`src/rtl/serial_demux_8_pkg.sv`:
```
// Shared definitions for the 8-lane serial demultiplexer: lane count,
// lane-index width and the frame-capture state encoding.
package serial_demux_8_pkg;

  localparam int LANES = 8;
  localparam int SEL_W = 3;

  typedef enum logic {
    IDLE  = 1'b0,
    SHIFT = 1'b1
  } state_t;

endpackage

```
`src/rtl/serial_demux_8_index_counter.sv`:
```
// Lane index counter: points at the next shadow bit to be written.
// clear wins over loadOne, which wins over increment. wrap flags the last lane.
module demux_index_counter
  import serial_demux_8_pkg::*;
(
  input  logic             Clock,
  input  logic             Reset,
  input  logic             clear,
  input  logic             loadOne,
  input  logic             increment,
  output logic [SEL_W-1:0] count,
  output logic             wrap
);

  // Index register; the top only raises a control on an accepted bit, so Enable gating lives there
  always_ff @(posedge Clock) begin
    if (Reset || clear) begin
      count <= '0;
    end else if (loadOne) begin
      count <= SEL_W'(1);
    end else if (increment) begin
      count <= count + 1'b1;
    end
  end

  // Last lane of the frame is the one that completes it
  always_comb begin
    wrap = (count == SEL_W'(LANES - 1));
  end

endmodule

```
`src/rtl/serial_demux_8.sv`:
```
// Serial-to-parallel demultiplexer: collects 8 serial bits (lane 0 first)
// into a shadow register and publishes the frame on DemuxOut when complete.
// A new Start mid-frame aborts the partial frame and restarts at lane 0.
module serial_demux_8
  import serial_demux_8_pkg::*;
(
  input  logic             Clock,
  input  logic             Reset,
  input  logic             Enable,
  input  logic             Start,
  input  logic             Valid,
  input  logic             DataIn,
  output logic [LANES-1:0] DemuxOut,
  output logic [SEL_W-1:0] Sel,
  output logic             Busy,
  output logic             Done,
  output logic             Abort
);

  state_t           state;
  state_t           stateNext;
  logic             accept;
  logic             lastLane;
  logic             cntClear;
  logic             cntLoadOne;
  logic             cntInc;
  logic             doneNext;
  logic             abortNext;
  logic [LANES-1:0] shadow;
  logic [LANES-1:0] shadowNext;
  logic [LANES-1:0] demuxNext;

  assign accept = Enable & Valid;

  demux_index_counter indexCounter (
    .Clock     (Clock),
    .Reset     (Reset),
    .clear     (cntClear),
    .loadOne   (cntLoadOne),
    .increment (cntInc),
    .count     (Sel),
    .wrap      (lastLane)
  );

  // Next-state, shadow/output update and pulse decode for one accepted bit
  always_comb begin
    stateNext  = state;
    shadowNext = shadow;
    demuxNext  = DemuxOut;
    doneNext   = 1'b0;
    abortNext  = 1'b0;
    cntClear   = 1'b0;
    cntLoadOne = 1'b0;
    cntInc     = 1'b0;
    if (accept) begin
      case (state)
        IDLE: begin
          if (Start) begin
            shadowNext = {{(LANES-1){1'b0}}, DataIn};
            cntLoadOne = 1'b1;
            stateNext  = SHIFT;
          end
        end
        SHIFT: begin
          if (Start) begin
            // Restart: drop the partial frame so stale lanes cannot leak out
            abortNext  = 1'b1;
            shadowNext = {{(LANES-1){1'b0}}, DataIn};
            cntLoadOne = 1'b1;
          end else if (lastLane) begin
            // Final lane goes straight to the output alongside the stored lanes
            shadowNext[Sel] = DataIn;
            demuxNext       = {DataIn, shadow[LANES-2:0]};
            doneNext        = 1'b1;
            cntClear        = 1'b1;
            stateNext       = IDLE;
          end else begin
            shadowNext[Sel] = DataIn;
            cntInc          = 1'b1;
          end
        end
        default: begin
          stateNext = IDLE;
        end
      endcase
    end
  end

  // State, shadow and registered outputs; Enable low leaves everything as-is and pulses drop
  always_ff @(posedge Clock) begin
    if (Reset) begin
      state    <= IDLE;
      shadow   <= '0;
      DemuxOut <= '0;
      Done     <= 1'b0;
      Abort    <= 1'b0;
    end else begin
      state    <= stateNext;
      shadow   <= shadowNext;
      DemuxOut <= demuxNext;
      Done     <= doneNext;
      Abort    <= abortNext;
    end
  end

  // Busy is a direct decode of the state register, so it is registered too
  assign Busy = (state == SHIFT);

endmodule

```
`config.mk`:
```
export PLATFORM = sky130hd
export DESIGN_NAME = serial_demux_8
export DESIGN_NICKNAME = d
export VERILOG_FILES = /design/src/rtl/serial_demux_8_pkg.sv /design/src/rtl/serial_demux_8_index_counter.sv /design/src/rtl/serial_demux_8.sv
export SDC_FILE = /design/constraint.sdc
export NUM_CORES = 1
export LEC_CHECK = 0
export ABC_AREA = 1
export BUFFER_PORTS_ARGS = -buffer_cell sky130_fd_sc_hd__buf_2
export CORE_MARGIN = 2
export CORE_UTILIZATION = 25
export CTS_CLUSTER_DIAMETER = 50
export CTS_CLUSTER_SIZE = 30
export DETAILED_ROUTE_END_ITERATION = 6
export GPL_ROUTABILITY_DRIVEN = 0
export SYNTH_ARGS = -nofsm -noshare
export SYNTH_HDL_FRONTEND = slang
export SYNTH_SLANG_ARGS = --single-unit
```
`constraint.sdc`:
```
create_clock -name Clock -period 1.63 [get_ports Clock]
set_input_delay 0.326 -clock Clock [delete_from_list [all_inputs] [get_ports Clock]]
set_output_delay 0.326 -clock Clock [all_outputs]
set_load 0.05 [all_outputs]
```
# ---- Word-level counts from Yosys, hierarchy flattened
# Cells that the tools add are included.
dict set report op_classes {
  eq_ne 2
  n_mul 0
  shift 0
  bitwise 4
  div_mod_pow 0
  reduce_logical 7
  magnitude_cmp 2
  addsub 1
  mux 20
}
# operator n
set ops {}
lappend ops {{8-bit two-way mux} 2}
lappend ops {{8-bit case mux with 2 select lines} 1}
lappend ops {{1-bit two-way mux} 14}
lappend ops {{8-bit bitwise mux} 1}
lappend ops {{3-bit by 4-bit < comparator with 1-bit output (second input constant)} 1}
lappend ops {{4-bit AND reduction} 1}
lappend ops {{3-bit by 1-bit adder with 3-bit output (second input constant)} 1}
lappend ops {{1-bit demux with 3-bit select} 1}
lappend ops {{3-bit == test (second input constant)} 1}
lappend ops {{3-bit by 1-bit >= comparator with 1-bit output (second input constant)} 1}
lappend ops {{1-bit NOT} 3}
lappend ops {{3-bit OR reduction} 1}
lappend ops {{2-bit != test (second input constant)} 1}
lappend ops {{1-bit case mux with 2 select lines} 1}
lappend ops {{2-bit AND reduction} 1}
lappend ops {{2-bit nonzero test} 1}
lappend ops {{2-bit OR reduction} 1}
lappend ops {{1-bit bitwise AND} 1}
lappend ops {{1-bit logical AND} 1}
lappend ops {{1-bit logical OR} 1}
dict set report word_totals {
  mem_bits_rw 0
  latchBits 0
  regBits 22
  n_memories 0
  romBits 0
  out_inout_bits 14
  word_cells 43
  input_bits 6
}

# ---- Depth between registers and ports, before layout
dict set report logic_depth {
  ltp_word 7
  mapped_depth 8
}

# ---- Hierarchy
# A second synthesis with hierarchy kept.
dict set report unflattened {
  cells_unflattened 143
  hier_area_um2 980.9
}
# module seq_area_each_um2 area_per_inst_um2 cells_per_inst n_inst
set by_module_without_submodules {}
lappend by_module_without_submodules {serial_demux_8 360.3 829.5 122 1}
lappend by_module_without_submodules {demux_index_counter 60.1 151.4 21 1}

# ---- Worst setup path before layout
# OpenSTA, ideal clock, no wires.
dict set report synth_path {
  path_type {register -> register}
  from {register indexCounter.count[0]}
  to {register DemuxOut[0]}
  path_buffers 1
  setup_time_ns 0.114
  arrival_ns 1.665
  required_time_ns 1.516
  slack_ns -0.148
  synth_period_minus_slack_ns 1.778
  path_stages_with_launch 9
  cell_sequence {dfxtp_1 > ha_1 > ha_1 > inv_1 > nor2_2 > nand2_4 > buf_6 > nand3_1 > nand2_1}
}
dict set report synth_between {
  elab_chain_len 2
}
# element line_no
set synth_lines {}
lappend synth_lines {{start: declaration} serial_demux_8_index_counter.sv:11} ;# output logic [SEL_W-1:0] count,
lappend synth_lines {{start signal: assignment} serial_demux_8_index_counter.sv:22} ;# count <= count + 1'b1;
lappend synth_lines {{3-bit == test} serial_demux_8_index_counter.sv:28} ;# wrap = (count == SEL_W'(LANES - 1));
lappend synth_lines {{4-bit AND reduction (no line)} -}
lappend synth_lines {{end signal: assignment} serial_demux_8.sv:100} ;# DemuxOut <= demuxNext;
lappend synth_lines {{end: declaration} serial_demux_8.sv:13} ;# output logic [LANES-1:0] DemuxOut,
# Every way passes these cells.
# A chain may end at the register's enable or synchronous reset.

# ---- Worst setup path in the final report
dict set report layout_path {
  from {register indexCounter.count[0]}
  to {register DemuxOut[6]}
}
# The elaborated chain is that of the path after synthesis.

==> metrics.log <==
INFO  metric status = finished clean
INFO  metric cts.sinks = 21
INFO  metric grt.total_usage = 10.5%
INFO  metric max_clock_freq = a little under 0.7 GHz
INFO  metric synth.cells.most_frequent = nand2_1 (44), dfxtp_1 (21), nand3_1 (19), inv_1 (15), nor2_1 (10)
INFO  metric detailedPlace.worstSlack = 0.158 ns
INFO  metric detailed_place_hpwl = 1.67 mm
INFO  metric total_wirelength_of_the_detailed_routed_design = 2.15 mm
INFO  metric unrepaired_setup_endpoints_after_global_routing = no
INFO  metric hold-worst-slack = roughly 0.31 ns
INFO  metric grt_start_max_net_pins = 14
INFO  metric post_cts.resized_instances = 0
INFO  metric avgRoutedWirePerCell = around 10 um
INFO  metric synth_top_flop_cell = dfxtp_1
INFO  metric critical_path.startpoint_type = register
INFO  metric worst_setup_path_startpoint = indexCounter.count[0]$_SDFFE_PP0P_
INFO  metric final-hold-violation-count = 0
INFO  metric post_cts_buffers = 0
INFO  metric layout_min_cycle_time = between 1 and 1.5 ns
INFO  metric drv_slew = 0
INFO  metric floorplan.core_area = 3720 um^2
INFO  metric synth.lib_cells_used.distinct = 17
INFO  metric cts.clk_slew.worst_paths = about 0.080 ns
INFO  metric power.combinational.fraction = 7.8%
INFO  metric proportion_of_synthesized_flip_flops_having_asynchronous_set_or_reset = 0%
INFO  metric ioPinCount = 20
INFO  metric p_int = 708 uW
INFO  metric worst_ir_drop_vdd = 0.355 mV
INFO  metric die_x = 66.8 um
INFO  metric post-route-worst-setup-slack = 0.157 ns
INFO  metric cts-htree-levels = 1
INFO  metric power_frac_seq = 55.7%
INFO  metric maximum_clock_insertion_buffer_count = 2
INFO  metric pwr_per_cell_area = 800 nW/um^2
INFO  metric route.vias.total = 888
INFO  metric layout.filler_cells = 429
INFO  metric critical_path_arrival = 1.68 ns
INFO  metric cts_root_buf = clkbuf_8
INFO  metric synth_top_area_cell = dfxtp_1
INFO  metric synthesis.area = between 900 and 1000 um^2
INFO  metric drtIter0Drc = 34
INFO  metric static-leakage-power = ~0.0006 uW
INFO  metric detail-route-antenna-nets = 0
INFO  metric synth.yosys.warnings = 0
INFO  metric worstReg2RegEnd = DemuxOut[6]$_SDFFE_PP0P_
INFO  metric timing.max_cap.violations = 0
INFO  metric floorplan.rows = 22
INFO  metric power.net_switching = between 200 and 250 uW
INFO  metric holdBufCountCts = 0
INFO  metric antenna_found_initial = 0
INFO  metric via_per_inst = roughly 4.3
INFO  metric layout.nets = 167
INFO  metric average_cell_area_after_synthesis = 7.19 um^2
INFO  metric gr-total-overflow = 0
INFO  metric drt_drc_violations_left = 0
INFO  metric end_kind = register
INFO  metric finalSetupViolations = 0
INFO  metric first_pass_iters = 4
INFO  metric critical_path_peak_fanout = 11
INFO  metric worst_ep_required_time = 1.84 ns
INFO  metric setup.reg_to_reg.worst_slack = 0.16 ns
INFO  metric syn-instance-count = between 100 and 150
INFO  metric period_share = about 90%
INFO  metric reg2regPathDepth = 8
INFO  metric drive_gt1_share = 20.9%
INFO  metric die-area = 4460 um^2
INFO  metric power_frac_clock = 36.4%
INFO  metric seq_area_frac_synth = 42.7%
INFO  metric placedCellCount = 202
INFO  metric grt_pass1_wl = 3.49 mm
INFO  metric initial_utilization = 26.5%
INFO  metric area_delta_synth_final = 19.3%
INFO  metric number_of_global_route_vias_before_repair = 757
INFO  metric stdcell_count = 206
INFO  metric critical_path.reg2reg.startpoint = indexCounter.count[0]$_SDFFE_PP0P_
INFO  metric synth_nets = approximately 150
INFO  metric worst-setup-path-type = register to register
INFO  metric die_h = 66.8 um
INFO  metric cts_made_buffers = 3
INFO  metric tritoncts = built
INFO  metric hold_path.class = input pin to register
INFO  metric synth.top_cells.by_area = dfxtp_1 (43%), nand2_1 (17%), nand3_1 (9.7%), inv_1 (5.7%), a21oi_1 (4.6%)
INFO  metric count_of_flip_flops_with_a_built_in_enable_after_synthesis = 0
INFO  metric insertedDiodeCount = 0
INFO  metric worst_skew_pair.late_latency = 0.26 ns
INFO  metric timing.clock.skew = 0.00189 ns
INFO  metric timing_worst_slew_pin_value = 0.416 ns
INFO  metric synth.most_common_cell = nand2_1
INFO  metric port-buffer-count = 19
INFO  metric switching_share = around a quarter
INFO  metric crit_path_end = DemuxOut[6]$_SDFFE_PP0P_
INFO  metric post-synth-top-area-fraction = 42.7%
INFO  metric relative_slew_slack = roughly 72%
INFO  metric postLayoutCoreUtil = between 30% and 40%
INFO  metric yosys_register_bits = 21
INFO  metric setup_total_negative_slack = 0 ns
INFO  metric hold_path_cell_cnt = 3
[metrics by stage]
| stage | total power [uW] | instance area, um^2 |
|---|---|---|
| floorplan | 588 | 987 |
| global placement | 611 | 1130 |
| detailed placement | 610 | 1130 |
| CTS | 953 | 1170 |
| global route | 987 | 1170 |
| finish | 939 | 1170 |
[power groups by stage]
stage          logic [uW]  registers, uW  clock network, uW
2_1_floorplan        41.9            546                  0
3_3_place_gp         74.7            536                  0
3_5_place_dp         73.9            536                  0
4_1_cts              74.2            524                355
5_1_grt              80.9            524                382
6_report             73.5            524                342
[layer usage]
metal  global-route usage [%]  wire length (um)  up-vias
li1                         -                 -      480
met1                     14.0              1020      378
met2                     15.5               951       26
met3                     3.89               149        4
met4                     3.83                26        0
met5                        0                 0        -
[layout make-up]
| type | instances | area, um^2 | share of cell area, % |
|---|---|---|---|
| sequential | 21 | 423 | 36.0 |
| tap | 48 | 60.1 | 5.11 |
| clock inverter | 1 | 5.00 | 0.426 |
| inverter | 15 | 56.3 | 4.79 |
| multi-input combinational | 98 | 487 | 41.4 |
| timing repair buffer | 20 | 103 | 8.73 |
| clock buffer | 3 | 41.3 | 3.51 |
[flip-flops by register name, summed over array words and instances, names as in the netlist]
name and count:
Abort 1, DemuxOut 8, shadow 7, Done 1, Busy 1, indexCounter.count 3
[worst min-delay path by stage]
stage / start / to / slack, ns
2_1_floorplan: shadow[6]$_SDFFE_PP0P_ / DemuxOut[6]$_SDFFE_PP0P_ / 0.42
3_3_place_gp: shadow[2]$_SDFFE_PP0P_ / DemuxOut[2]$_SDFFE_PP0P_ / 0.44
3_5_place_dp: shadow[4]$_SDFFE_PP0P_ / DemuxOut[4]$_SDFFE_PP0P_ / 0.43
4_1_cts: DataIn / DemuxOut[7]$_SDFFE_PP0P_ / 0.31
5_1_grt: DataIn / DemuxOut[7]$_SDFFE_PP0P_ / 0.31
6_report: DataIn / DemuxOut[7]$_SDFFE_PP0P_ / 0.31
[worst max-delay path: stages (launching register included)]
cell,delay (ns)
dfxtp_2,0.40
ha_1,0.17
ha_1,0.15
inv_1,0.08
nor2_2,0.18
nand2_4,0.16
nor2_8,0.16
nand2_1,0.07
nand2_1,0.05
[cells by family (layout without fill, tap and decap cells)]
kind of cell	Yosys count	count (layout)	share of synthesized area, %
AOI/OAI and AO/OA	14	14	7.24
DFF	21	21	42.7
buffers and inverters	18	39	7.88
and+or+nand+nor	82	82	39.6
adders and majority gates	2	2	2.54
[layout by cell type (no fill, tap or decap), drive strengths merged]
master,synthesis,routed
o22ai,1,1
nor2,14,14
ha,2,2
clkinv,0,1
o21ai,4,4
clkbuf,0,3
nand3,21,21
dfxtp,21,21
nand2,45,45
a21oi,9,9
inv,15,15
nand4,2,2
buf,3,20
Power figures use the tool's default switching activity.
